[config.mk]
export PLATFORM = sky130hd
export DESIGN_NAME = gray_code_converter_pipe
export DESIGN_NICKNAME = d
export VERILOG_FILES = /design/src/rtl/gray_pkg.sv /design/src/rtl/gray_step_checker.sv /design/src/rtl/gray_code_converter_pipe.sv
export SDC_FILE = /design/constraint.sdc
export NUM_CORES = 1
export LEC_CHECK = 0
export ABC_AREA = 1
export BUFFER_PORTS_ARGS = -buffer_cell sky130_fd_sc_hd__buf_2
export CORE_AREA = 4 4 60 57
export CTS_BUF_LIST = sky130_fd_sc_hd__clkbuf_8
export DETAILED_ROUTE_END_ITERATION = 8
export DIE_AREA = 0 0 64 61
export GPL_TIMING_DRIVEN = 0
export PLACE_DENSITY = 0.64
export SYNTH_ARGS = -nofsm -noshare
export SYNTH_HDL_FRONTEND = slang
export SYNTH_HIERARCHICAL = 1
export SYNTH_SLANG_ARGS = --single-unit
[constraint.sdc]
create_clock -name clk -period 2.1 [get_ports clk]
set_input_delay 0.315 -clock clk [delete_from_list [all_inputs] [get_ports clk]]
set_output_delay 0.315 -clock clk [all_outputs]
set_load 0.02 [all_outputs]
[src/rtl/gray_pkg.sv]
// Shared Gray/binary helpers and mode encodings for the converter family.
// Functions work on 32-bit zero-extended words, so any WIDTH up to 32 narrows cleanly.
package gray_pkg;

  localparam logic MODE_G2B = 1'b0;
  localparam logic MODE_B2G = 1'b1;
  localparam int   MAX_W    = 32;

  function automatic logic [MAX_W-1:0] gray2bin(input logic [MAX_W-1:0] g);
    logic [MAX_W-1:0] b;
    b[MAX_W-1] = g[MAX_W-1];
    for (int i = MAX_W - 2; i >= 0; i--) begin
      b[i] = b[i+1] ^ g[i];
    end
    return b;
  endfunction

  function automatic logic [MAX_W-1:0] bin2gray(input logic [MAX_W-1:0] b);
    return b ^ (b >> 1);
  endfunction

  function automatic logic [5:0] popcount(input logic [MAX_W-1:0] v);
    logic [5:0] n;
    n = '0;
    for (int i = 0; i < MAX_W; i++) begin
      n = n + 6'(v[i]);
    end
    return n;
  endfunction

endpackage

[src/rtl/gray_step_checker.sv]
// Gray step monitor: flags accepted G2B words that move more than one bit from the last one.
// Flag is combinational with the accept; history and saturating count update on the same edge.
module gray_step_checker
  import gray_pkg::*;
#(
  parameter int WIDTH     = 4,
  parameter int ERR_CNT_W = 8
) (
  input  logic                 clk,
  input  logic                 rst_n,
  input  logic                 i_chk,
  input  logic                 i_clr,
  input  logic [WIDTH-1:0]     i_gray,
  output logic                 o_step_err,
  output logic [ERR_CNT_W-1:0] o_err_cnt
);

  localparam logic [ERR_CNT_W-1:0] CNT_MAX = '1;

  logic [WIDTH-1:0]     r_prev_gray;
  logic                 r_prev_vld;
  logic [ERR_CNT_W-1:0] r_err_cnt;
  logic [5:0]           w_dist;

  assign w_dist     = popcount(MAX_W'(i_gray ^ r_prev_gray));
  // A clear landing with a word resets the history, so that word is never judged.
  assign o_step_err = i_chk && r_prev_vld && !i_clr && (w_dist > 6'd1);
  assign o_err_cnt  = r_err_cnt;

  always_ff @(posedge clk or negedge rst_n) begin
    if (!rst_n) begin
      r_prev_gray <= '0;
      r_prev_vld  <= 1'b0;
    end else if (i_chk) begin
      r_prev_gray <= i_gray;
      r_prev_vld  <= 1'b1;
    end else if (i_clr) begin
      r_prev_vld  <= 1'b0;
    end
  end

  always_ff @(posedge clk or negedge rst_n) begin
    if (!rst_n) begin
      r_err_cnt <= '0;
    end else if (i_clr) begin
      r_err_cnt <= '0;
    end else if (o_step_err && (r_err_cnt != CNT_MAX)) begin
      r_err_cnt <= r_err_cnt + 1'b1;
    end
  end

endmodule

[src/rtl/gray_code_converter_pipe.sv]
// Registered Gray<->binary converter, mode chosen per word, with G2B step checking; 1-cycle latency.
// Single output register; in_ready = !out_valid || out_ready, so full throughput under steady ready.
module gray_code_converter_pipe
  import gray_pkg::*;
#(
  parameter int WIDTH     = 4,
  parameter int ERR_CNT_W = 8
) (
  input  logic                 clk,
  input  logic                 rst_n,
  input  logic                 in_valid,
  output logic                 in_ready,
  input  logic [WIDTH-1:0]     in_data,
  input  logic                 in_mode,
  output logic                 out_valid,
  input  logic                 out_ready,
  output logic [WIDTH-1:0]     out_data,
  output logic                 out_mode,
  output logic                 out_step_err,
  output logic [ERR_CNT_W-1:0] err_cnt,
  input  logic                 err_clr
);

  logic             r_out_vld;
  logic [WIDTH-1:0] r_out_data;
  logic             r_out_mode;
  logic             r_out_err;
  logic             w_acc;
  logic             w_g2b;
  logic [WIDTH-1:0] w_conv;
  logic             w_step_err;

  assign in_ready = !r_out_vld || out_ready;
  assign w_acc    = in_valid && in_ready;
  assign w_g2b    = (in_mode == MODE_G2B);

  always_comb begin
    w_conv = '0;
    if (w_g2b) begin
      w_conv = WIDTH'(gray2bin(MAX_W'(in_data)));
    end else begin
      w_conv = WIDTH'(bin2gray(MAX_W'(in_data)));
    end
  end

  gray_step_checker #(
    .WIDTH    (WIDTH),
    .ERR_CNT_W(ERR_CNT_W)
  ) u_step_chk (
    .clk       (clk),
    .rst_n     (rst_n),
    .i_chk     (w_acc && w_g2b),
    .i_clr     (err_clr),
    .i_gray    (in_data),
    .o_step_err(w_step_err),
    .o_err_cnt (err_cnt)
  );

  always_ff @(posedge clk or negedge rst_n) begin
    if (!rst_n) begin
      r_out_vld  <= 1'b0;
      r_out_data <= '0;
      r_out_mode <= 1'b0;
      r_out_err  <= 1'b0;
    end else if (w_acc) begin
      r_out_vld  <= 1'b1;
      r_out_data <= w_conv;
      r_out_mode <= in_mode;
      r_out_err  <= w_step_err;
    end else if (out_ready) begin
      r_out_vld  <= 1'b0;
    end
  end

  assign out_valid    = r_out_vld;
  assign out_data     = r_out_data;
  assign out_mode     = r_out_mode;
  assign out_step_err = r_out_err;

endmodule
==> out/metrics.yaml <==
status:
  outcome: "finished, violations left"
  violations: "hold timing"
final_layout:
  area_delta_synth_final_pct: 20.5
  seq_area_um2: 500
  final.fill_count: 280
  drive_gt1_share_pct: 21.9
  nNetsFinal: 191
  n_antenna_cell: 0
  multi_input_area_um2: 537
  final_area_um2: 1350
logic_synthesis:
  ys.warnings.count: 6
  synth.most_common_cell: "nand2_1"
  syn_avg_cell_area_um2: 7.54
  synth_seq_cells: 20
  synth_top_flop_cell: "dfrtp_1"
  yosys.area.top_type: "dfrtp_1"
  synth_fp_nets: 161
  synth_common_cells: "nand2_1, dfrtp_1, inv_1"
  synth_area_um2: 1120
  synth_area_leaders: "dfrtp_1, nand2_1, inv_1"
  seq_area_frac_synth_pct: 44.5
  synth_cell_types: 19
  async_flop_share_pct: 100
  yosys.area.top_type_share_pct: 44.5
  synthCells: 149
  synth_edf_count: 0
drt:
  routedWlPerCell_um: 10.4
  vias: 995
  drt_iter0_drc: 20
  wl_um: 2280
  firstDrtPassIters: 4
  viasPerCell: 4.56
  ant_nets: 0
  drcViolationCount: 0
setup_path:
  start_kind: "flip-flop"
  crit_type: "flip-flop to flip-flop"
  end_kind: "flip-flop"
  crit_fanout: 10
  arrival_ns: 2.00
  worst_ep_required_time_ns: 2.29
floorplanning:
  initial_core_util_pct: 41.2
  row_count: 18
  io_pins: 26
  die_h_um: 61
  coreArea_um2: 2730
  die_area_um2: 3900
  die_w_um: 64
sta:
  hold_violations: 5
  setup_violations: 0
  slew_violations: 0
  fin_crit_sh_pct: 85.9
  period_minus_slack_ns: 1.80
  max_slew_margin_pct: 70.1
  tns_ns: 0
  fin_skew_ns: 0.00115
  tightestPinTransition_ns: 0.448
  hold-worst-slack_ns: -0.00382
  fmax_mhz: 554
  rsz0062_at_grt: "false"
placement:
  dp.final_hpwl_um: 1780
  place_congestion: 0.806
  numPortBuffers: 25
  place_area_um2: 1300
grt:
  grtUsageMet3_pct: 3.70
  antenna_found_initial: 0
  grt_overflow: 0
  grt_max_degree: 21
  grt_pass1_wl_um: 4020
  grtUsageTotal_pct: 13.0
  busiest_layer: "met2"
  grtUsageMet2_pct: 23.7
  gr-usage-met1_pct: 15.6
  grt_pass1_vias: 993
clocking:
  hold_buffers: 0
  cts_resized: 0
  cts_max_level: 1
  cts_tree: "done"
  clk_pin_slew_ns: 0.07
  cts_sinks: 20
  cts_made_buffers: 3
  cts_max_path_buffers: 2
  cts-root-buf: "clkbuf_8"
  post_cts_buffers: 0
  clkLatencyLatePin_ns: 0.25
flow_run:
  drv_cap: 0
power:
  power_density_nw_per_um2: 695
  ir_drop_mv: 0.400
  p_leak_nw: 0.786
worst_hold_path:
  hold_class: "input port to asynchronous set/reset pin"
-- power breakdown --
| group | switching (mW) | internal (mW) |
|---|---|---|
| combinational | 0.134 | 0.0715 |
| clock | 0.124 | 0.167 |
| sequential | 0.0229 | 0.421 |
| total | 0.281 | 0.659 |
-- placed cells by master, fill, tap and decap left out, drive strengths merged --
cell    netlist  layout
a21oi         2       2
nor3          2       2
xor2          2       2
nand2        58      58
fa            1       1
nand3        16      16
dfrtp        20      20
nor2         14      14
clkinv        1       1
buf           0      25
o21ai         4       4
inv          22      22
clkbuf        0       4
xnor2         6       6
ha            1       1
-- flip-flops by register name (all words and copies together) (netlist names) --
register	cells
u_step_chk/r_prev_gray	4
u_step_chk/o_err_cnt	8
out_data	4
out_step_err	1
u_step_chk/r_prev_vld	1
out_mode	1
out_valid	1
-- final timing paths --
check                      slack [ns]                   endpoint  cells after the start                 startpoint
max                              0.30    u_step_chk/o_err_cnt[5]                      9  u_step_chk/r_prev_gray[0]
min                            -0.004  u_step_chk/r_prev_gray[2]                      1                      rst_n
max reg2reg                      0.30    u_step_chk/o_err_cnt[5]                      9  u_step_chk/r_prev_gray[0]
min reg2reg                      0.48                out_data[0]                      2                out_data[0]
max in group asynchronous        1.79    u_step_chk/o_err_cnt[4]                      1                      rst_n
min in group clk                 0.34  u_step_chk/r_prev_gray[0]                      3                 in_data[0]
-- cell families after synthesis --
kind of cell / count (synthesis) / share of synthesized area [%]
simple gates: 90 / 36.0
flops: 20 / 44.5
compound gates: 6 / 2.67
buf+inv: 23 / 7.68
fa+ha+maj: 2 / 2.90
xor+xnor: 8 / 6.24
-- final cells by class --
class                      count  share of cell area [%]
timing repair buffer          25                    9.24
tap                           40                    3.70
inverter                      23                    6.38
clock buffer                   4                    4.07
sequential                    20                    37.0
multi-input combinational    106                    39.6
-- routing by layer --
metal	part of all wire (%)	vias to the layer above	wire length (um)
met2	49	25	1110
met3	5.6	0	127
li1	-	510	-
met1	46	460	1040
met4	0	0	0
met5	0	-	0
-- stage by stage --
step	hold WS [ns]	setup slack (ns)	power [mW]	std cells	util, %
after floorplan	0.0194	0.286	0.585	149	-
after global placement	0.292	0.253	0.650	214	47.7
after detailed placement	0.294	0.225	0.663	214	47.7
after CTS	0.0142	0.258	0.959	218	49.7
after global routing	0.0289	0.0628	1.00	218	49.7
final	-0.00382	0.296	0.940	218	49.7
-- critical path, cell delays in order, from the launching register on --
cell and delay (ns):
dfrtp_1 0.40, xnor2_1 0.25, fa_1 0.44, inv_1 0.06
nand3_1 0.07, nand2_1 0.13, nand3_4 0.16, inv_2 0.12
nand2_1 0.05, nand2_1 0.06
(Power assumes the default switching activity.)
